==> config.mk <==
export PLATFORM = sky130hd
export DESIGN_NAME = fetch4_unit
export DESIGN_NICKNAME = d
export VERILOG_FILES = /design/src/rtl/fetch4_unit.sv
export SDC_FILE = /design/constraint.sdc
export NUM_CORES = 1
export LEC_CHECK = 0
export BUFFER_PORTS_ARGS = -buffer_cell sky130_fd_sc_hd__buf_4
export CELL_PAD_IN_SITES_DETAIL_PLACEMENT = 1
export CELL_PAD_IN_SITES_GLOBAL_PLACEMENT = 1
export CORE_MARGIN = 4
export CORE_UTILIZATION = 48
export CTS_CLUSTER_SIZE = 14
export DETAILED_ROUTE_END_ITERATION = 10
export PLACE_DENSITY = 0.79
export SYNTH_ARGS = -nofsm -noshare
export SYNTH_HDL_FRONTEND = slang
export SYNTH_SLANG_ARGS = --single-unit
==> constraint.sdc <==
create_clock -name clk -period 5.76 [get_ports clk]
set_input_delay 1.152 -clock clk [delete_from_list [all_inputs] [get_ports clk]]
set_output_delay 1.152 -clock clk [all_outputs]
set_load 0.03 [all_outputs]
==> src/rtl/fetch4_unit.sv <==
// 4-wide instruction fetch front end: issues four sequential SRAM reads per request,
// queues the returned bundles and hands them to decode with a valid/ready handshake.
module fetch4_unit #(
  parameter int unsigned             ADDR_WIDTH = 32,
  parameter int unsigned             DATA_WIDTH = 32,
  parameter logic [ADDR_WIDTH-1:0]   RESET_PC   = ADDR_WIDTH'(32'h8000_0000),
  parameter int unsigned             FQ_DEPTH   = 4
) (
  input  logic                  clk,
  input  logic                  rst,
  input  logic                  redir_valid,
  input  logic [ADDR_WIDTH-1:0] redir_pc,
  output logic                  sram_en,
  output logic [ADDR_WIDTH-1:0] sram_raddr0,
  output logic [ADDR_WIDTH-1:0] sram_raddr1,
  output logic [ADDR_WIDTH-1:0] sram_raddr2,
  output logic [ADDR_WIDTH-1:0] sram_raddr3,
  input  logic [DATA_WIDTH-1:0] sram_rdata0,
  input  logic [DATA_WIDTH-1:0] sram_rdata1,
  input  logic [DATA_WIDTH-1:0] sram_rdata2,
  input  logic [DATA_WIDTH-1:0] sram_rdata3,
  output logic                  out_valid,
  input  logic                  out_ready,
  output logic [ADDR_WIDTH-1:0] out_pc,
  output logic [DATA_WIDTH-1:0] out_inst0,
  output logic [DATA_WIDTH-1:0] out_inst1,
  output logic [DATA_WIDTH-1:0] out_inst2,
  output logic [DATA_WIDTH-1:0] out_inst3
);

  localparam int unsigned PTR_W = (FQ_DEPTH > 1) ? $clog2(FQ_DEPTH) : 1;
  localparam int unsigned CNT_W = PTR_W + 1;

  typedef struct packed {
    logic [ADDR_WIDTH-1:0]      pc;
    logic [3:0][DATA_WIDTH-1:0] inst;
  } bundle_t;

  logic [ADDR_WIDTH-1:0] pc;
  logic [ADDR_WIDTH-1:0] req_pc;
  logic                  req_pending;
  logic [PTR_W-1:0]      rd_ptr;
  logic [PTR_W-1:0]      wr_ptr;
  logic [CNT_W-1:0]      count;
  bundle_t               fq [FQ_DEPTH];
  bundle_t               head;

  logic                  issue;
  logic                  push;
  logic                  pop;
  logic [CNT_W:0]        credit_used;

  // Credits cover both queued bundles and the one response that may still be in flight.
  always_comb begin
    credit_used = (CNT_W+1)'(count) + (CNT_W+1)'(req_pending);
    issue       = rst && !redir_valid && (credit_used < (CNT_W+1)'(FQ_DEPTH));
    push        = req_pending && !redir_valid;
    out_valid   = (count != '0) && !redir_valid;
    pop         = out_valid && out_ready;
  end

  assign sram_en     = issue;
  assign sram_raddr0 = pc;
  assign sram_raddr1 = pc + ADDR_WIDTH'(4);
  assign sram_raddr2 = pc + ADDR_WIDTH'(8);
  assign sram_raddr3 = pc + ADDR_WIDTH'(12);

  // Fetch pointer, in-flight tracking and FIFO bookkeeping; a redirect flushes everything.
  always_ff @(posedge clk or negedge rst) begin
    if (!rst) begin
      pc          <= RESET_PC;
      req_pc      <= '0;
      req_pending <= 1'b0;
      rd_ptr      <= '0;
      wr_ptr      <= '0;
      count       <= '0;
    end else if (redir_valid) begin
      pc          <= redir_pc;
      req_pending <= 1'b0;
      rd_ptr      <= '0;
      wr_ptr      <= '0;
      count       <= '0;
    end else begin
      req_pending <= issue;
      if (issue) begin
        pc     <= pc + ADDR_WIDTH'(16);
        req_pc <= pc;
      end
      if (push) wr_ptr <= wr_ptr + PTR_W'(1);
      if (pop)  rd_ptr <= rd_ptr + PTR_W'(1);
      if (push && !pop)      count <= count + CNT_W'(1);
      else if (!push && pop) count <= count - CNT_W'(1);
    end
  end

  // Bundle storage needs no reset: occupancy is tracked by count alone.
  always_ff @(posedge clk) begin
    if (push) begin
      fq[wr_ptr] <= '{pc: req_pc, inst: {sram_rdata3, sram_rdata2, sram_rdata1, sram_rdata0}};
    end
  end

  assign head      = fq[rd_ptr];
  assign out_pc    = head.pc;
  assign out_inst0 = head.inst[0];
  assign out_inst1 = head.inst[1];
  assign out_inst2 = head.inst[2];
  assign out_inst3 = head.inst[3];

endmodule
==> results.cfg <==
[outcome]
status = finished, final reports clean

[grt]
grt_pass1_wl_microns = 114000
antenna_found_initial = 15
grt_pass1_vias = 16900
grt_max_degree = 99
gr-total-overflow = 0
gr-usage-all-layers = 0.244

[place]
hpwl_microns = 48300
dpl.cell_count = 2601
dpl_cell_area_sq_mm = 0.0322
gp_congestion = 0.908
portBuffers = 453

[drt]
postRouteWirelength_microns = 76200
remaining_drc_errors = 0
drt-wirelength-per-cell_microns = 27.8
num_vias = 15400
antenna_left = 0
vias_per_cell = 5.61
dr.pass1.iters = 5
drtIter0Drc = 1034

[sta]
setup_viol = 0
worstMarginPinSlew_ps = 977
timing.final.crit_period_ps = 4710
holdWs_ps = 426
rsz0062_at_grt = no
finClkSkew_ps = 20.1
fin_tns_setup_ps = 0
slew_headroom = 0.349
hold_viol = 0
fmax_mhz = 212
maxSlewViolCount = 0
final.period_utilization = 0.818

[synth]
async_reset_ff_frac = 0.101
synth_area_per_cell_sq_um = 19.3
synthesis.nets = 1628
ys_seq_elements = 712
yosysSeqAreaShare = 0.749
synth_area_sq_mm = 0.0281
netlist_instances = 1454
synth.yosys.warnings = 0
synthDistinctLibCells = 59
ys.flop_type = edfxtp_1
synth_edf_count = 640

[clocking]
cts_tree = built
cts-root-buf = clkbuf_16
clock_path_buffers = 3
h-tree-depth = 3
cts.sinks = 712
numCtsBuffers = 73
ctsResizeCount = 0
clk_latency_ps = 610
ctsHoldBuffers = 0
cts_setup_buffers = 0
clk_pin_slew_ps = 60

[critical_path]
critical-path-slowest-cell = nor3_1
cp_data_required_time_ps = 4610
crit_path_end_kind = primary output
crit_type = reg2out
reg2reg_depth = 3
crit_arrival_ps = 3560
critPathLaunch = sram_raddr0[4]
regToRegSetupSlack_ps = 3210
rr_endpoint = fq[1][67]
crit_chain = ha_1 > a21oi_1 > nand3b_1 > nor3_1 > nand2_1 > xnor2_1 > buf_4
critPathMaxStageDelay_ps = 610
start_kind = register
cp_max_fo = 10
r2r-start = req_pending

[flow_run]
maxCapViolCount = 0

[floorplanning]
fp.dieW_microns = 250
std_cell_rows = 88
dieArea_sq_mm = 0.0624
die_y_microns = 250
pin_count = 454
start_util = 0.486
core_region_area_sq_mm = 0.0578

[finish]
final_common_cell = edfxtp_1
fin_area_sq_mm = 0.0345
final.fill_count = 5169
synthToLayoutAreaGrowth_pct = 23.0
final_net_count = 2085
drive_gt1_frac = 0.385
final_cell_mix = 640 x edfxtp_1, 467 x buf_4, 166 x nand2_1
stdcell_count = 2739

[pwr]
cellLeakagePower_nw = 12.1
total_power_mw = 12.5
ir_drop_v = 0.000249
power_density_mw_per_mm2 = 362

[worst_hold_path]
hold_path.class = in2async
-- final cells by class --
class                   instances  area (sq um)  area share
diodes                          6          15.0    0.000435
clock buffers                  97          2040      0.0592
clock inverters                35           241     0.00700
inverters                      14          52.6     0.00152
multi-input cells             634          6500       0.188
flip-flops and latches        712         21000       0.609
well taps                     765           957      0.0277
repair buffers                476          3690       0.107
-- metal layers --
metal	up-vias	routed length (microns)	track usage
met3	114	5830	0.0695
met1	8032	28400	0.300
li1	6642	-	-
met4	16	2120	0.0803
met5	-	103	0
met2	569	39800	0.420
-- flip-flops by register name, summed over array words and instances, names as in the netlist --
| signal | cells |
|---|---|
| rd_ptr | 2 |
| req_pending | 1 |
| req_pc | 32 |
| sram_raddr0 | 32 |
| fq | 640 |
| count | 3 |
| wr_ptr | 2 |
-- per-stage QoR --
step	setup WS, ps	util
5_1_grt	832	0.597
6_report	1050	0.597
2_1_floorplan	1760	-
3_5_place_dp	1690	0.557
3_3_place_gp	1700	0.557
4_1_cts	1020	0.597
-- cell usage after synthesis, types with 2 or more instances --
master	instances	area (sq um)
a211oi_1	2	15.0
a21oi_1	5	25.0
a221o_1	6	60.1
and2_1	7	43.8
and3_1	8	50.1
and4_1	3	26.3
buf_1	4	15.0
buf_2	37	185
buf_4	22	165
buf_6	4	45.0
clkbuf_1	27	101
dfrtp_1	71	1780
edfxtp_1	640	19200
ha_1	9	113
inv_1	13	48.8
mux2_2	3	33.8
mux2i_1	3	30.0
mux4_2	160	3600
nand2_1	166	623
nand2b_1	2	12.5
nand3_1	22	110
nand3_2	2	20.0
nand3_4	2	35.0
nand4_1	16	100
nor2_1	41	154
nor2b_1	4	25.0
nor3_1	10	50.1
nor3b_1	4	30.0
nor4_1	6	37.5
nor4_2	2	25.0
o211ai_1	11	82.6
o21ai_0	18	90.1
o311ai_0	10	87.6
or3_1	3	18.8
xnor2_1	53	464
xor2_1	35	307
-- cell families (layout without fill, tap and decap cells) --
| kind of cell | Yosys count | after routing | synth area share |
|---|---|---|---|
| DFF | 712 | 712 | 0.749 |
| and+or+nand+nor | 310 | 310 | 0.0529 |
| muxes | 166 | 166 | 0.131 |
| buffers and inverters | 108 | 622 | 0.0201 |
| xor gates and xnor gates | 88 | 88 | 0.0275 |
| AOI/OAI and AO/OA | 60 | 60 | 0.0152 |
| adders and majority gates | 10 | 10 | 0.00473 |
| other | 0 | 6 | 0 |
-- power by group --
part | internal [mW] | total [mW] | switching (mW)
combinational | 0.759 | 1.90 | 1.14
clock | 2.62 | 4.53 | 1.91
sequential | 5.84 | 6.05 | 0.216
total | 9.22 | 12.5 | 3.26
-- worst max-delay path, delay by kind of cell (launching register included) --
| family | cells | cell delay, ps |
|---|---|---|
| xor gates and xnor gates | 1 | 430 |
| adders and majority gates | 1 | 390 |
| and+or+nand+nor | 3 | 1130 |
| DFF | 1 | 570 |
| buffers and inverters | 1 | 250 |
| AOI/OAI and AO/OA | 1 | 170 |
-- worst max path at each step --
| stage | slack, ps | endpoint | depth (start not counted) |
|---|---|---|---|
| after global routing | 830 | sram_raddr3[23] | 7 |
| after global placement | 1700 | sram_raddr3[23] | 9 |
| after CTS | 1020 | sram_raddr3[30] | 6 |
| after floorplan | 1760 | fq[0][0] | 3 |
| final | 1050 | sram_raddr3[23] | 7 |
| after detailed placement | 1690 | sram_raddr3[30] | 6 |
Note: power is estimated with default switching activity, not from simulation.
